<file path="config.mk">
export PLATFORM = sky130hd
export DESIGN_NAME = paddle_motion_sched_flat
export DESIGN_NICKNAME = d
export VERILOG_FILES = /design/src/rtl/paddle_pkg.sv /design/src/rtl/paddle_motion_sched_if.sv /design/src/rtl/btn_debounce.sv /design/src/rtl/paddle_motion_sched.sv /design/src/flat_wrapper.sv
export SDC_FILE = /design/constraint.sdc
export NUM_CORES = 1
export LEC_CHECK = 0
export CORE_AREA = 2 2 136 138
export CTS_CLUSTER_DIAMETER = 50
export CTS_CLUSTER_SIZE = 28
export DETAILED_ROUTE_END_ITERATION = 12
export DIE_AREA = 0 0 138 140
export GPL_TIMING_DRIVEN = 0
export PLACE_DENSITY = 0.35
export SKIP_CTS_REPAIR_TIMING = 1
export SYNTH_ARGS = -nofsm -noshare
export SYNTH_HDL_FRONTEND = slang
export SYNTH_SLANG_ARGS = --single-unit
</file>
<file path="constraint.sdc">
create_clock -name clk -period 2.05 [get_ports clk]
set_input_delay 0.41 -clock clk [delete_from_list [all_inputs] [get_ports clk]]
set_output_delay 0.41 -clock clk [all_outputs]
set_load 0.01 [all_outputs]
</file>
<file path="src/rtl/paddle_pkg.sv">
// Shared types for the paddle motion scheduler.
//   pstate_e : per-player acceleration FSM state
//   seq_e    : frame sequencer state
//   cmd_e    : resolved per-player button command
//   BTN_*    : bit positions within btn_raw {p2_down,p2_up,p1_down,p1_up}
//   DIR_*    : direction encoding on dir1/dir2
package paddle_pkg;

    typedef enum logic [1:0] {IDLE, SLOW, FAST} pstate_e;
    typedef enum logic [1:0] {S_IDLE, S_P1, S_P2} seq_e;
    typedef enum logic [1:0] {NONE, UP, DOWN} cmd_e;

    localparam int BTN_P1_UP = 0;
    localparam int BTN_P1_DN = 1;
    localparam int BTN_P2_UP = 2;
    localparam int BTN_P2_DN = 3;

    localparam logic DIR_UP   = 1'b0;
    localparam logic DIR_DOWN = 1'b1;

    // Up and down held together cancel out.
    function automatic cmd_e decode_cmd(input logic up, input logic dn);
        cmd_e c;
        c = NONE;
        if (up && !dn) c = UP;
        if (dn && !up) c = DOWN;
        return c;
    endfunction

endpackage

</file>
<file path="src/rtl/paddle_motion_sched_if.sv">
// Update-strobe bundle from the motion scheduler to the position datapath.
//   upd1/dir1/step1 : player 1 strobe, direction (0 up, 1 down), step size
//   upd2/dir2/step2 : player 2 strobe, direction, step size
//   busy            : sequencer is mid-frame
//   master : scheduler side (drives)   slave : datapath side (receives)
interface paddle_motion_sched_if #(
    parameter int STEP_W = 4
);
    logic              upd1;
    logic              dir1;
    logic [STEP_W-1:0] step1;
    logic              upd2;
    logic              dir2;
    logic [STEP_W-1:0] step2;
    logic              busy;

    modport master (output upd1, dir1, step1, upd2, dir2, step2, busy);
    modport slave  (input  upd1, dir1, step1, upd2, dir2, step2, busy);
endinterface

</file>
<file path="src/rtl/btn_debounce.sv">
// Single-button synchroniser and debouncer.
//   clk, rst : system clock, synchronous active-high reset
//   i_raw    : asynchronous raw button level
//   o_deb    : debounced level; follows the synchronised input once it has
//              disagreed with o_deb for 2**DEB_BITS consecutive clocks
module btn_debounce #(
    parameter int DEB_BITS = 16
) (
    input  logic clk,
    input  logic rst,
    input  logic i_raw,
    output logic o_deb
);

    logic                r_s1;
    logic                r_s2;
    logic                r_deb;
    logic [DEB_BITS-1:0] r_cnt;

    always_ff @(posedge clk) begin
        if (rst) begin
            r_s1  <= 1'b0;
            r_s2  <= 1'b0;
            r_deb <= 1'b0;
            r_cnt <= '0;
        end else begin
            r_s1 <= i_raw;
            r_s2 <= r_s1;
            if (r_s2 == r_deb) begin
                r_cnt <= '0;
            end else if (r_cnt == '1) begin
                // This is the 2**DEB_BITS-th consecutive disagreeing clock.
                r_deb <= r_s2;
                r_cnt <= '0;
            end else begin
                r_cnt <= r_cnt + 1'b1;
            end
        end
    end

    assign o_deb = r_deb;

endmodule

</file>
<file path="src/rtl/paddle_motion_sched.sv">
// Per-frame paddle motion controller.
//   clk, rst   : system clock, synchronous active-high reset
//   frame_tick : one-clock pulse per video frame
//   freeze     : pause; no motion, both player FSMs forced to IDLE
//   btn_raw    : {p2_down,p2_up,p1_down,p1_up}, asynchronous, active-high
//   mo         : update strobes, direction, step size and busy (master side)
// Each frame the sequencer walks S_P1 then S_P2, evaluating one player per
// clock so the downstream position datapath can share one adder/clamp.
module paddle_motion_sched
    import paddle_pkg::*;
#(
    parameter int DEB_BITS    = 16,
    parameter int STEP_SLOW   = 1,
    parameter int STEP_FAST   = 4,
    parameter int HOLD_FRAMES = 8,
    parameter int STEP_W      = 4
) (
    input  logic       clk,
    input  logic       rst,
    input  logic       frame_tick,
    input  logic       freeze,
    input  logic [3:0] btn_raw,
    paddle_motion_sched_if.master mo
);

    localparam int HW = $clog2(HOLD_FRAMES + 1);
    localparam logic [HW-1:0]     HOLD_MAX = HW'(HOLD_FRAMES);
    localparam logic [STEP_W-1:0] W_SLOW   = STEP_W'(STEP_SLOW);
    localparam logic [STEP_W-1:0] W_FAST   = STEP_W'(STEP_FAST);

    typedef struct packed {
        pstate_e           st;
        logic [HW-1:0]     hold;
        logic              dir;
        logic              strobe;
        logic [STEP_W-1:0] step;
    } peval_t;

    // Next player state plus strobe for one frame evaluation.
    function automatic peval_t player_eval(
        input pstate_e       st,
        input logic [HW-1:0] hold,
        input logic          last_dir,
        input cmd_e          cmd,
        input logic          frz
    );
        peval_t        r;
        logic          cdir;
        logic [HW-1:0] hold_n;
        cdir     = (cmd == DOWN) ? DIR_DOWN : DIR_UP;
        hold_n   = (hold == HOLD_MAX) ? hold : hold + HW'(1);
        r.st     = st;
        r.hold   = hold;
        r.dir    = last_dir;
        r.strobe = 1'b0;
        r.step   = W_SLOW;
        if (frz || cmd == NONE) begin
            r.st   = IDLE;
            r.hold = '0;
        end else begin
            r.strobe = 1'b1;
            if (st == IDLE || cdir != last_dir) begin
                r.st   = SLOW;
                r.hold = '0;
                r.dir  = cdir;
                r.step = W_SLOW;
            end else if (st == SLOW) begin
                r.hold = hold_n;
                if (hold_n >= HOLD_MAX) begin
                    r.st   = FAST;
                    r.step = W_FAST;
                end else begin
                    r.st   = SLOW;
                    r.step = W_SLOW;
                end
            end else begin
                r.st   = FAST;
                r.step = W_FAST;
            end
        end
        return r;
    endfunction

    logic [3:0] w_deb;
    cmd_e       w_cmd1;
    cmd_e       w_cmd2;
    peval_t     w_ev1;
    peval_t     w_ev2;

    seq_e          r_seq;
    pstate_e       r_st1;
    pstate_e       r_st2;
    logic [HW-1:0] r_hold1;
    logic [HW-1:0] r_hold2;
    logic          r_last1;
    logic          r_last2;

    logic              r_upd1;
    logic              r_dir1;
    logic [STEP_W-1:0] r_step1;
    logic              r_upd2;
    logic              r_dir2;
    logic [STEP_W-1:0] r_step2;
    logic              r_busy;

    for (genvar g = 0; g < 4; g++) begin : g_deb
        btn_debounce #(
            .DEB_BITS(DEB_BITS)
        ) u_deb (
            .clk   (clk),
            .rst   (rst),
            .i_raw (btn_raw[g]),
            .o_deb (w_deb[g])
        );
    end

    always_comb begin
        w_cmd1 = decode_cmd(w_deb[BTN_P1_UP], w_deb[BTN_P1_DN]);
        w_cmd2 = decode_cmd(w_deb[BTN_P2_UP], w_deb[BTN_P2_DN]);
        w_ev1  = player_eval(r_st1, r_hold1, r_last1, w_cmd1, freeze);
        w_ev2  = player_eval(r_st2, r_hold2, r_last2, w_cmd2, freeze);
    end

    always_ff @(posedge clk) begin
        if (rst) begin
            r_seq   <= S_IDLE;
            r_st1   <= IDLE;
            r_st2   <= IDLE;
            r_hold1 <= '0;
            r_hold2 <= '0;
            r_last1 <= 1'b0;
            r_last2 <= 1'b0;
            r_upd1  <= 1'b0;
            r_dir1  <= 1'b0;
            r_step1 <= '0;
            r_upd2  <= 1'b0;
            r_dir2  <= 1'b0;
            r_step2 <= '0;
            r_busy  <= 1'b0;
        end else begin
            r_upd1 <= 1'b0;
            r_upd2 <= 1'b0;
            unique case (r_seq)
                S_IDLE: begin
                    if (frame_tick) begin
                        r_seq  <= S_P1;
                        r_busy <= 1'b1;
                    end
                end
                S_P1: begin
                    r_st1   <= w_ev1.st;
                    r_hold1 <= w_ev1.hold;
                    r_last1 <= w_ev1.dir;
                    r_upd1  <= w_ev1.strobe;
                    if (w_ev1.strobe) begin
                        r_dir1  <= w_ev1.dir;
                        r_step1 <= w_ev1.step;
                    end
                    r_seq  <= S_P2;
                    r_busy <= 1'b1;
                end
                S_P2: begin
                    r_st2   <= w_ev2.st;
                    r_hold2 <= w_ev2.hold;
                    r_last2 <= w_ev2.dir;
                    r_upd2  <= w_ev2.strobe;
                    if (w_ev2.strobe) begin
                        r_dir2  <= w_ev2.dir;
                        r_step2 <= w_ev2.step;
                    end
                    r_seq  <= S_IDLE;
                    r_busy <= 1'b0;
                end
                default: begin
                    r_seq  <= S_IDLE;
                    r_busy <= 1'b0;
                end
            endcase
        end
    end

    assign mo.upd1  = r_upd1;
    assign mo.dir1  = r_dir1;
    assign mo.step1 = r_step1;
    assign mo.upd2  = r_upd2;
    assign mo.dir2  = r_dir2;
    assign mo.step2 = r_step2;
    assign mo.busy  = r_busy;

endmodule

</file>
<file path="src/flat_wrapper.sv">
// flat-port wrapper written by rule: the top's interface ports become plain ports
module paddle_motion_sched_flat import paddle_pkg::*;
#(
    parameter int DEB_BITS    = 16,
    parameter int STEP_SLOW   = 1,
    parameter int STEP_FAST   = 4,
    parameter int HOLD_FRAMES = 8,
    parameter int STEP_W      = 4
)
  (clk, rst, frame_tick, freeze, btn_raw, mo_upd1, mo_dir1, mo_step1, mo_upd2, mo_dir2, mo_step2, mo_busy);
  paddle_motion_sched_if #(.STEP_W(STEP_W)) mo_i ();
  input  logic clk;
  input  logic rst;
  input  logic frame_tick;
  input  logic freeze;
  input  logic [3:0] btn_raw;
  output wire logic [$bits(mo_i.upd1)-1:0] mo_upd1;
  output wire logic [$bits(mo_i.dir1)-1:0] mo_dir1;
  output wire logic [$bits(mo_i.step1)-1:0] mo_step1;
  output wire logic [$bits(mo_i.upd2)-1:0] mo_upd2;
  output wire logic [$bits(mo_i.dir2)-1:0] mo_dir2;
  output wire logic [$bits(mo_i.step2)-1:0] mo_step2;
  output wire logic [$bits(mo_i.busy)-1:0] mo_busy;
  assign mo_upd1 = mo_i.upd1;
  assign mo_dir1 = mo_i.dir1;
  assign mo_step1 = mo_i.step1;
  assign mo_upd2 = mo_i.upd2;
  assign mo_dir2 = mo_i.dir2;
  assign mo_step2 = mo_i.step2;
  assign mo_busy = mo_i.busy;
  paddle_motion_sched #(.DEB_BITS(DEB_BITS), .STEP_SLOW(STEP_SLOW), .STEP_FAST(STEP_FAST), .HOLD_FRAMES(HOLD_FRAMES), .STEP_W(STEP_W)) u_core (.clk(clk), .rst(rst), .frame_tick(frame_tick), .freeze(freeze), .btn_raw(btn_raw), .mo(mo_i));
endmodule
</file>
==> run_results.csv <==
group,metric,value,unit
timing,report.final.slew_viol_count,0,
timing,setup_viol,0,
die,dieArea,0.01932,mm^2
critical_path,r2r-start,"u_core.g_deb[2].u_deb.o_deb",
global_routing,grt_pass1_vias,3135,
route,vias,3327,
clock_tree,clk-insertion-delay-late,0.34,ns
critical_path,reg2reg_setup_slack,0.12,ns
critical_path,critical_path_buf_inv_count,1,
critical_path,worstSetupEndpointType,"register",
clock_tree,cts.sinks,101,
final_layout,fin_area,0.005192,mm^2
route,ant_nets,0,
final_layout,synthToLayoutAreaGrowth,18.54,%
die,core-area,0.01778,mm^2
timing,fin_crit_sh,93.92,%
die,io_pins,21,
clock_tree,cts_buffer_depth,2,
critical_path,r2r_cells,6,
worst_hold_path,min_path_cells,1,
logic_synthesis,ys_ff_latch,101,
worst_hold_path,whs_endpoint,"u_core.g_deb[1].u_deb.r_s2",
critical_path,crit_arrival,2.18,ns
die,row_count,49,
status,run_status,"complete, no violations",
final_layout,drive_gt1_share,9.108,%
pwr,leakagePower,1.583,nW
critical_path,timing.rr.end,"u_core.mo.step2[2]",
global_routing,track_usage,9.759,%
route,first_pass_iters,4,
die,fp.dieH,140,um
die,initial_core_util,24.64,%
logic_synthesis,synth.most_common_cell,"dfxtp_1",
final_layout,ff_latch_area,0.002022,mm^2
die,die_x,138,um
critical_path,critPathSlowestCell,"xnor2_1",
final_layout,diodes,0,
clock_tree,h-tree-depth,3,
logic_synthesis,synth_flop_cell,"dfxtp_1",
logic_synthesis,avgSynthCellArea,8.657,um^2
clock_tree,clk_pin_slew,0.07,ns
logic_synthesis,synth_warnings,0,
timing,worstMarginPinSlew,0.5183,ns
critical_path,path_class,"register to register",
flow_run,max-cap-violations,0,
final_layout,n_fill_cell,1889,
timing,hold_slack,0.4374,ns
place,place_hpwl,6466,um
route,wl_met3,298,um
place,portBuffers,16,
route,highest_layer,"met4",
clock_tree,cts_tree,"yes",
logic_synthesis,yosys.area.top_type,"dfxtp_1",
pwr,power_density,731.3,mW/mm^2
critical_path,crit_path_max_fanout,7,
final_layout,multi_input_area,0.002250,mm^2
critical_path,critPathRequiredTime,2.31,ns
global_routing,grt_first_pass_wirelength,15450,um
logic_synthesis,postSynthCellCount,506,
worst_hold_path,hold_start,"u_core.g_deb[1].u_deb.r_s1",
logic_synthesis,seq_area_frac_synth,46.16,%
global_routing,grt-ovfl-total,0,
route,wl_per_cell,11.83,um
global_routing,antenna_found_initial,0,
final_layout,nNetsFinal,553,
timing,finClkSkew,0.008858,ns
clock_tree,cts-root-buf,"clkbuf_16",
timing,timing.fmax,519.4,MHz
critical_path,cp_slowest_stage_delay,0.44,ns
logic_synthesis,async_reset_ff_share,0,%
route,initialDrtViolationCount,184,
logic_synthesis,synth_area,0.004380,mm^2
timing,fin_crit,1.925,ns
route,drt_wl_total,9071,um
timing,slew_headroom,65.20,%
route,via_per_inst,4.338,
critical_path,critPathLaunchType,"register",
place,dpl_cell_area,0.004838,mm^2
worst_hold_path,hp-class,"register to register",
logic_synthesis,yosys-top-cells-count,"dfxtp_1 (101), nor2_1 (75), nand2_1 (37)",
route,route.met2.wl,3857,um
timing,finalHoldViolCount,0,
logic_synthesis,yosys.area.top_type_share,46.16,%
critical_path,path_cells,"inv_1 -> ha_1 -> xnor2_1 -> o21ai_0 -> or2_2 -> a211oi_1",
logic_synthesis,synth_enable_flop_cells,0,
place,gp_congestion,0.7530,
route,wl_met1,4751,um
pwr,peakVddDrop,0.0004225,V
timing,fin_setup_tns,0,ns
critical_path,crit_family,"XOR/XNOR gates",
timing,rsz0062_at_grt,"false",
logic_synthesis,synth.area.top_cells,"dfxtp_1 (46%), xnor2_1 (7.0%), nor2_1 (6.4%)",
global_routing,grt_max_degree,16,
logic_synthesis,yosysUniqueCellTypes,45,
clock_tree,cts_buffers,9,
route,drc,0,
-- power breakdown --
part	total [mW]	internal [mW]	switching, mW
clock	1.70	0.965	0.739
sequential	1.99	1.98	0.0132
combinational	0.104	0.0460	0.0577
total	3.80	2.99	0.810
-- worst max-delay path by stage --
stage / from / endpoint / slack (ns) / cells after the start
floorplan: u_core.g_deb[0].u_deb.o_deb / u_core.r_st1[1] / 0.21 / 6
global placement: rst / u_core.r_st2[1] / -0.37 / 4
detailed placement: rst / u_core.r_st2[1] / -0.37 / 4
CTS: u_core.g_deb[0].u_deb.r_cnt[0] / u_core.g_deb[0].u_deb.r_cnt[12] / -0.15 / 6
global route: u_core.g_deb[0].u_deb.o_deb / u_core.r_st1[1] / 0.03 / 5
finish: u_core.g_deb[2].u_deb.o_deb / u_core.mo.step2[2] / 0.12 / 6
-- routing by layer --
| metal | up-vias | global-route usage [%] |
|---|---|---|
| met5 | - | 0 |
| met4 | 0 | 4.511 |
| met3 | 10 | 2.393 |
| met2 | 32 | 14.20 |
| met1 | 1509 | 13.60 |
| li1 | 1776 | - |
-- stage by stage --
| step | cells | worst slack [ns] | util [%] | power (mW) |
|---|---|---|---|---|
| global route | 767 | 0.02689 | 29.20 | 3.979 |
| floorplan | 509 | 0.2125 | - | 2.092 |
| CTS | 768 | -0.1494 | 28.84 | 3.877 |
| finish | 767 | 0.1246 | 29.20 | 3.797 |
| detailed placement | 754 | -0.3694 | 27.21 | 2.139 |
| global placement | 754 | -0.3664 | 27.21 | 2.138 |
-- worst reg2reg max path: stages (launching register included) --
cell and delay, ns:
dfxtp_1 0.38, inv_1 0.07, ha_1 0.22, xnor2_1 0.44, o21ai_0 0.20, or2_2 0.35, a211oi_1 0.19
-- cell families (layout without fill, tap and decap cells) --
logic type	Yosys count	in the layout	synth area share [%]
compound gates	64	64	8.769
buf+inv	42	71	4.085
other cells	1	4	0.08561
xor+xnor	57	57	11.40
flops	101	101	46.16
simple gates	231	231	26.65
fa+ha+maj	10	10	2.856
-- area by class of cell --
cell class / instances / share of cell area [%]
clock buffers: 10 / 4.602
inverters: 25 / 1.807
flip-flops and latches: 101 / 38.94
well taps: 229 / 5.518
clock inverters: 4 / 0.9639
repair buffers: 16 / 3.084
plain buffers: 16 / 1.759
multi-input cells: 366 / 43.33
-- state kept, by name, summed over array words and instances (netlist names) --
name,flops
u_core.mo.upd1,1
u_core.r_last2,1
u_core.r_last1,1
u_core.r_hold2,4
u_core.r_st2,2
u_core.r_seq,2
u_core.r_st1,2
u_core.r_hold1,4
u_core.mo.step2,2
u_core.mo.dir1,1
u_core.mo.busy,1
u_core.g_deb.u_deb.o_deb,4
u_core.g_deb.u_deb.r_s2,4
u_core.g_deb.u_deb.r_cnt,64
u_core.mo.dir2,1
u_core.g_deb.u_deb.r_s1,4
u_core.mo.upd2,1
u_core.mo.step1,2
-- layout by cell type, fill, tap and decap left out, types with 5 or more instances in the layout --
cell type        Yosys  final
xnor2_1             35     34
nor4_1              10     10
nand2_1             37     36
nor3_1              13     13
nand4_1             14     14
or2_2                7      7
o21ai_0             17     15
inv_1               25     25
nand3_1             28     28
nor2_1              75     75
ha_1                10     10
and3_1               5      5
dfxtp_1            101    101
a21oi_1             26     25
clkdlybuf4s50_1      0     16
clkbuf_1             8      5
nor2b_1              8      8
buf_4                4      5
xor2_1              22     22
or3_1               12     11
clkbuf_16            0      9
Note: power is estimated with default switching activity, not from simulation.
